<file path="config.mk">
export PLATFORM = sky130hd
export DESIGN_NAME = pipelined_barrel_shifter_flat
export DESIGN_NICKNAME = d
export VERILOG_FILES = /design/src/rtl/pipelined_barrel_shifter_pkg.sv /design/src/rtl/pipelined_barrel_shifter_if.sv /design/src/rtl/bs_pipe_stage.sv /design/src/rtl/pipelined_barrel_shifter.sv /design/src/flat_wrapper.sv
export SDC_FILE = /design/constraint.sdc
export NUM_CORES = 1
export LEC_CHECK = 0
export ABC_AREA = 1
export ABC_CLOCK_PERIOD_IN_PS = 2300
export CAP_MARGIN = 20
export CORE_ASPECT_RATIO = 2
export CORE_MARGIN = 1
export CORE_UTILIZATION = 50
export DETAILED_ROUTE_END_ITERATION = 12
export GPL_TIMING_DRIVEN = 0
export PLACE_DENSITY = 0.8
export SYNTH_ARGS = -nofsm -noshare
export SYNTH_HDL_FRONTEND = slang
export SYNTH_SLANG_ARGS = --single-unit
</file>
<file path="constraint.sdc">
create_clock -name CLK -period 2.3 [get_ports CLK]
set_input_delay 0.69 -clock CLK [delete_from_list [all_inputs] [get_ports CLK]]
set_output_delay 0.69 -clock CLK [all_outputs]
set_load 0.01 [all_outputs]
</file>
<file path="src/rtl/pipelined_barrel_shifter_pkg.sv">
// Shared definitions for the pipelined barrel shifter:
// operation codes and the control bundle carried through each stage.
package pipelined_barrel_shifter_pkg;

  typedef enum logic [2:0] {
    OPR_LSR  = 3'b000,
    OPR_ASR  = 3'b001,
    OPR_ROR  = 3'b010,
    OPR_RSV0 = 3'b011,
    OPR_LSL  = 3'b100,
    OPR_ASL  = 3'b101,
    OPR_ROL  = 3'b110,
    OPR_RSV1 = 3'b111
  } opr_e;

  typedef struct packed {
    opr_e opr;
    logic cout;
    logic ovf;
  } ctrl_t;

endpackage

</file>
<file path="src/rtl/pipelined_barrel_shifter_if.sv">
// Valid/ready streaming bus of the pipelined barrel shifter.
// master drives operations and OREADY; slave is the shifter.
interface pipelined_barrel_shifter_if #(
  parameter int DATA_WIDTH  = 8,
  parameter int SHIFT_WIDTH = $clog2(DATA_WIDTH)
);
  logic                   IVALID;
  logic                   IREADY;
  logic [DATA_WIDTH-1:0]  IDATA;
  logic [SHIFT_WIDTH-1:0] N_SHIFT;
  logic [2:0]             OPR;
  logic                   OVALID;
  logic                   OREADY;
  logic [DATA_WIDTH-1:0]  ODATA;
  logic                   COUT;
  logic                   OVF;

  modport master (
    output IVALID, IDATA, N_SHIFT, OPR, OREADY,
    input  IREADY, OVALID, ODATA, COUT, OVF
  );

  modport slave (
    input  IVALID, IDATA, N_SHIFT, OPR, OREADY,
    output IREADY, OVALID, ODATA, COUT, OVF
  );
endinterface

</file>
<file path="src/rtl/bs_pipe_stage.sv">
// One log-shift stage: conditional 2^STAGE shift/rotate and its
// valid/data/ctrl register with stall-aware load logic.
module bs_pipe_stage
  import pipelined_barrel_shifter_pkg::*;
#(
  parameter int DATA_WIDTH  = 8,
  parameter int SHIFT_WIDTH = $clog2(DATA_WIDTH),
  parameter int STAGE       = 0
) (
  input  logic                   clk,
  input  logic                   rst,
  input  logic                   in_valid,
  input  logic [DATA_WIDTH-1:0]  in_data,
  input  logic [SHIFT_WIDTH-1:0] in_n,
  input  ctrl_t                  in_ctrl,
  input  logic                   next_load,
  output logic                   load,
  output logic                   out_valid,
  output logic [DATA_WIDTH-1:0]  out_data,
  output logic [SHIFT_WIDTH-1:0] out_n,
  output ctrl_t                  out_ctrl
);

  localparam int S = 1 << STAGE;

  logic                   valid_q, valid_d;
  logic [DATA_WIDTH-1:0]  data_q, data_d;
  logic [SHIFT_WIDTH-1:0] n_q, n_d;
  ctrl_t                  ctrl_q, ctrl_d;
  logic [DATA_WIDTH-1:0]  sh;

  assign load = ~valid_q | next_load;

  always_comb begin
    sh = in_data;
    if (in_n[STAGE]) begin
      unique case (in_ctrl.opr)
        OPR_LSR:          sh = in_data >> S;
        OPR_ASR:          sh = $signed(in_data) >>> S;
        OPR_ROR:          sh = (in_data >> S) | (in_data << (DATA_WIDTH - S));
        OPR_LSL, OPR_ASL: sh = in_data << S;
        OPR_ROL:          sh = (in_data << S) | (in_data >> (DATA_WIDTH - S));
        default:          sh = in_data;
      endcase
    end
  end

  always_comb begin
    valid_d = valid_q;
    data_d  = data_q;
    n_d     = n_q;
    ctrl_d  = ctrl_q;
    if (load) begin
      valid_d = in_valid;
      data_d  = sh;
      n_d     = in_n;
      ctrl_d  = in_ctrl;
    end
  end

  always_ff @(posedge clk or posedge rst) begin
    if (rst) begin
      valid_q <= 1'b0;
      data_q  <= '0;
      n_q     <= '0;
      ctrl_q  <= '0;
    end else begin
      valid_q <= valid_d;
      data_q  <= data_d;
      n_q     <= n_d;
      ctrl_q  <= ctrl_d;
    end
  end

  assign out_valid = valid_q;
  assign out_data  = data_q;
  assign out_n     = n_q;
  assign out_ctrl  = ctrl_q;

endmodule

</file>
<file path="src/rtl/pipelined_barrel_shifter.sv">
// Pipelined barrel shifter: flags resolved up front, then one
// registered log-shift stage per shift-amount bit.
module pipelined_barrel_shifter
  import pipelined_barrel_shifter_pkg::*;
#(
  parameter int DATA_WIDTH  = 8,
  parameter int SHIFT_WIDTH = $clog2(DATA_WIDTH)
) (
  input logic                  CLK,
  input logic                  RST,
  pipelined_barrel_shifter_if.slave bus
);

  logic                   v_c  [SHIFT_WIDTH+1];
  logic [DATA_WIDTH-1:0]  d_c  [SHIFT_WIDTH+1];
  logic [SHIFT_WIDTH-1:0] n_c  [SHIFT_WIDTH+1];
  ctrl_t                  c_c  [SHIFT_WIDTH+1];
  logic                   ld_c [SHIFT_WIDTH];

  opr_e                   opr;
  ctrl_t                  ctrl0;
  logic [SHIFT_WIDTH-1:0] idx_lo, idx_hi;
  logic [DATA_WIDTH-1:0]  mask, top;
  logic                   unused_n;

  // Flags depend only on the original operand, so resolve them here.
  always_comb begin
    opr    = opr_e'(bus.OPR);
    idx_lo = bus.N_SHIFT - SHIFT_WIDTH'(1);
    idx_hi = '0 - bus.N_SHIFT;
    mask   = ~(({DATA_WIDTH{1'b1}} >> bus.N_SHIFT) >> 1);
    top    = bus.IDATA & mask;
    ctrl0  = '0;
    ctrl0.opr = opr;
    if (bus.N_SHIFT != '0) begin
      unique case (opr)
        OPR_LSR, OPR_ASR, OPR_ROR:
          ctrl0.cout = bus.IDATA[idx_lo];
        OPR_LSL, OPR_ROL:
          ctrl0.cout = bus.IDATA[idx_hi];
        OPR_ASL: begin
          ctrl0.cout = bus.IDATA[idx_hi];
          ctrl0.ovf  = (top != '0) && (top != mask);
        end
        default: ctrl0 = ctrl0;
      endcase
    end
  end

  assign v_c[0] = bus.IVALID;
  assign d_c[0] = bus.IDATA;
  assign n_c[0] = bus.N_SHIFT;
  assign c_c[0] = ctrl0;

  for (genvar k = 0; k < SHIFT_WIDTH; k++) begin : g_stage
    logic nxt;
    if (k == SHIFT_WIDTH - 1) begin : g_last
      assign nxt = bus.OREADY;
    end else begin : g_mid
      assign nxt = ld_c[k+1];
    end

    bs_pipe_stage #(
      .DATA_WIDTH  (DATA_WIDTH),
      .SHIFT_WIDTH (SHIFT_WIDTH),
      .STAGE       (k)
    ) u_stage (
      .clk       (CLK),
      .rst       (RST),
      .in_valid  (v_c[k]),
      .in_data   (d_c[k]),
      .in_n      (n_c[k]),
      .in_ctrl   (c_c[k]),
      .next_load (nxt),
      .load      (ld_c[k]),
      .out_valid (v_c[k+1]),
      .out_data  (d_c[k+1]),
      .out_n     (n_c[k+1]),
      .out_ctrl  (c_c[k+1])
    );
  end

  assign unused_n   = ^n_c[SHIFT_WIDTH];
  assign bus.IREADY = ld_c[0];
  assign bus.OVALID = v_c[SHIFT_WIDTH];
  assign bus.ODATA  = d_c[SHIFT_WIDTH];
  assign bus.COUT   = c_c[SHIFT_WIDTH].cout;
  assign bus.OVF    = c_c[SHIFT_WIDTH].ovf;

endmodule
</file>
<file path="src/flat_wrapper.sv">
// flat-port wrapper written by rule: the top's interface ports become plain ports
module pipelined_barrel_shifter_flat import pipelined_barrel_shifter_pkg::*;
#(
  parameter int DATA_WIDTH  = 8,
  parameter int SHIFT_WIDTH = $clog2(DATA_WIDTH)
)
  (CLK, RST, bus_IVALID, bus_IDATA, bus_N_SHIFT, bus_OPR, bus_OREADY, bus_IREADY, bus_OVALID, bus_ODATA, bus_COUT, bus_OVF);
  pipelined_barrel_shifter_if #(.DATA_WIDTH(DATA_WIDTH), .SHIFT_WIDTH(SHIFT_WIDTH)) bus_i ();
  input logic CLK;
  input logic RST;
  input wire logic [$bits(bus_i.IVALID)-1:0] bus_IVALID;
  input wire logic [$bits(bus_i.IDATA)-1:0] bus_IDATA;
  input wire logic [$bits(bus_i.N_SHIFT)-1:0] bus_N_SHIFT;
  input wire logic [$bits(bus_i.OPR)-1:0] bus_OPR;
  input wire logic [$bits(bus_i.OREADY)-1:0] bus_OREADY;
  output wire logic [$bits(bus_i.IREADY)-1:0] bus_IREADY;
  output wire logic [$bits(bus_i.OVALID)-1:0] bus_OVALID;
  output wire logic [$bits(bus_i.ODATA)-1:0] bus_ODATA;
  output wire logic [$bits(bus_i.COUT)-1:0] bus_COUT;
  output wire logic [$bits(bus_i.OVF)-1:0] bus_OVF;
  assign bus_i.IVALID = bus_IVALID;
  assign bus_i.IDATA = bus_IDATA;
  assign bus_i.N_SHIFT = bus_N_SHIFT;
  assign bus_i.OPR = bus_OPR;
  assign bus_i.OREADY = bus_OREADY;
  assign bus_IREADY = bus_i.IREADY;
  assign bus_OVALID = bus_i.OVALID;
  assign bus_ODATA = bus_i.ODATA;
  assign bus_COUT = bus_i.COUT;
  assign bus_OVF = bus_i.OVF;
  pipelined_barrel_shifter #(.DATA_WIDTH(DATA_WIDTH), .SHIFT_WIDTH(SHIFT_WIDTH)) u_core (.CLK(CLK), .RST(RST), .bus(bus_i));
endmodule
</file>
==> flow_summary.json, run 1 <==
{
  "status": "finished, final reports clean",
  "worst_slew_pin_slew_ns": 0.854,
  "hold_start": "u_core.g_stage[1].u_stage.out_ctrl[1]",
  "dieArea_mm2": 0.00545,
  "viasPerCell": 5.46,
  "holdWs_ns": 0.479,
  "hp-class": "flip-flop to flip-flop",
  "hold_path_depth": 2,
  "antennaDiodeCount": 0,
  "cts_tree": "built",
  "ir_drop_mv": 0.496,
  "wirelength_um": 6100,
  "start_util_pct": 52.3,
  "synth.avg_cell_area_um2": 7.67,
  "slew_violations": 0,
  "ys_seq_elements": 42,
  "path_clk_slew_ns": 0.08,
  "globalRouteTotalUtil_pct": 24.4,
  "row_count": 36,
  "worst_ep_arrival_time_ns": 2.38,
  "setup_viol": 0,
  "synth_cell_types": 29,
  "drive_above_1_share_pct": 14.9,
  "crit_type": "primary input to flip-flop",
  "syn_to_final_growth_pct": 19.3,
  "grt_pass1_vias": 2325,
  "reg2reg_depth": 6,
  "synth_edf_count": 0,
  "timing.final.hold_violations": 0,
  "r2r_start": "u_core.g_stage[2].u_stage.out_valid",
  "skew_ns": 0.00871,
  "fmax_mhz": 456,
  "ios": 30,
  "layout_common_cells": "76 x nand2_1, 43 x inv_1, 42 x dfrtp_1",
  "critPathRequiredTime_ns": 2.48,
  "numCtsBuffers": 5,
  "antenna_left": 0,
  "fin_area_mm2": 0.00307,
  "stdcell_count": 433,
  "first_pass_iters": 4,
  "overflow": 0,
  "fin_crit_sh_pct": 95.3,
  "cap_violations": 0,
  "via_count": 2366,
  "yosysWarnings": 0,
  "die_w_um": 52.7,
  "drc_errors": 0,
  "insertion_delay_ns": 0.29,
  "port-buffer-count": 29,
  "powerDensity_mw_per_mm2": 724,
  "drt_iter0_drc": 46,
  "die_y_um": 103,
  "endpoint_kind": "flip-flop",
  "seq_area_frac_synth_pct": 40.9,
  "reg2reg_slack_ns": 0.85,
  "async_flop_share_pct": 100,
  "grt_max_degree": 43,
  "critPathLaunchType": "primary input",
  "final_common_cell": "nand2_1",
  "dpl.hpwl_um": 4760,
  "tns_ns": 0,
  "regToRegEndpoint": "u_core.g_stage[0].u_stage.out_valid",
  "antenna_found_initial": 0,
  "syn_nets": 357,
  "nets": 397,
  "min_period_ns": 2.19,
  "rsz0062_at_grt": "false",
  "cts_max_path_buffers": 2,
  "synthFlopType": "dfrtp_1",
  "syn_inst": 335,
  "cts.root.buffer_cell": "clkbuf_8",
  "gp_congestion": 0.914,
  "postPlaceCellArea_mm2": 0.00293,
  "leakage_nw": 1.52,
  "clock-sinks": 42,
  "grt_pass1_wl_um": 9720,
  "coreArea_mm2": 0.00491,
  "wire_per_inst_um": 14.1,
  "synth.cell_area_mm2": 0.00257,
  "min_to": "u_core.g_stage[1].u_stage.out_ctrl[1]",
  "dp.cells": 421,
  "slew_headroom_pct": 43.0,
  "cts.htree.levels": 2,
  "path_max_fanout": 10
}
-- Yosys cell counts (2+ instances only) --
library cell,n,area share (%)
nor3_1,6,1.2
buf_6,5,2.2
o22ai_2,4,1.9
nand2_4,2,0.88
a21oi_1,19,3.7
nor2_1,21,3.1
nand2_1,76,11
buf_4,9,2.6
o22ai_1,2,0.49
o21ai_1,8,1.6
inv_2,4,0.58
o31ai_1,4,1.2
o21ai_0,20,3.9
nand3_1,34,6.6
inv_1,45,6.6
o21ai_2,10,3.4
dfrtp_1,42,41
ha_1,4,1.9
o221ai_1,7,2.4
o211ai_1,2,0.58
buf_2,3,0.58
-- where the power goes --
group | switching, W | leakage (nW) | internal [W]
clock | 0.000248 | 0.0482 | 0.000242
sequential | 0.0000816 | 0.503 | 0.000879
combinational | 0.000413 | 0.970 | 0.000356
-- timing repair --
item / 4_1_cts / 5_1_grt
pin swaps: 1 / 1
endpoints found under the setup margin: 2 / 3
gates resized for setup: 7 / 4
hold buffers: 0 / 0
buffers inserted: 4 / 1
hold endpoints to repair: 0 / 0
-- area by class of cell --
class	count	area, µm²
Fill cell	467	1840
Multi-Input combinational cell	226	1200
Sequential cell	42	1050
Timing Repair Buffer	34	328
Inverter	50	190
Buffer	16	131
Clock buffer	7	86.3
Tap cell	57	71.3
Clock inverter	1	5.00
-- critical path, stage by stage --
cell and delay (ns):
clkdlybuf4s50_1 0.45, buf_6 0.14, inv_4 0.10, ha_1 0.16, inv_1 0.05, ha_1 0.31
inv_1 0.09, nand3_1 0.08, nand3_1 0.09, nand2_1 0.08, nand2_1 0.09, nand2_1 0.05
-- flip-flops by register name, summed over array words and instances (netlist names) --
| name | flops |
|---|---|
| u_core.g_stage.u_stage.out_ctrl | 12 |
| u_core.g_stage.u_stage.out_data | 24 |
| u_core.g_stage.u_stage.out_n | 3 |
| u_core.g_stage.u_stage.out_valid | 3 |
-- worst max-delay path by stage --
stage                        start                                    end  slack, ns
floorplan               bus_OREADY                             bus_IREADY       0.30
global placement        bus_OREADY                             bus_IREADY      -0.73
detailed placement      bus_OREADY                             bus_IREADY      -0.75
CTS                     bus_OREADY                             bus_IREADY     0.0007
global route        bus_N_SHIFT[0]  u_core.g_stage[0].u_stage.out_ctrl[1]      0.002
finish              bus_N_SHIFT[0]  u_core.g_stage[0].u_stage.out_ctrl[1]       0.11
-- cells by family (layout without fill, tap and decap cells) --
family / Yosys count / in the layout / synth area share, %
fa+ha+maj: 4 / 4 / 1.95
flops: 42 / 42 / 40.9
compound gates: 77 / 77 / 19.4
simple gates: 144 / 144 / 24.6
buf+inv: 67 / 108 / 12.7
mux: 1 / 1 / 0.438
-- stage by stage --
step | utilization, % | total power, W | setup slack, ns
global route | 62.4 | 0.00235 | 0.00163
floorplan | - | 0.00146 | 0.298
CTS | 62.1 | 0.00222 | 0.000661
finish | 62.4 | 0.00222 | 0.107
global placement | 59.7 | 0.00171 | -0.728
detailed placement | 59.7 | 0.00173 | -0.753
-- layer usage --
layer	global-route usage, %	vias to the layer above	part of all wire, %
met4	18.8	0	7.1
met1	18.6	1088	32
li1	-	1179	-
met2	49.9	72	58
met5	0	-	0
met3	2.49	27	2.3
Power figures use the tool's default switching activity.
==> run 2, diff against run 1 <==
CTS_CLUSTER_SIZE = 14   (was unset)
==> results of run 2 <==
Final layout, timing and power as in run 1 (identical DEF).
==> run 3, diff against run 2 <==
CORE_MARGIN = unset   (was 1)
==> results of run 3 <==
Final layout, timing and power as in run 1 (identical DEF).
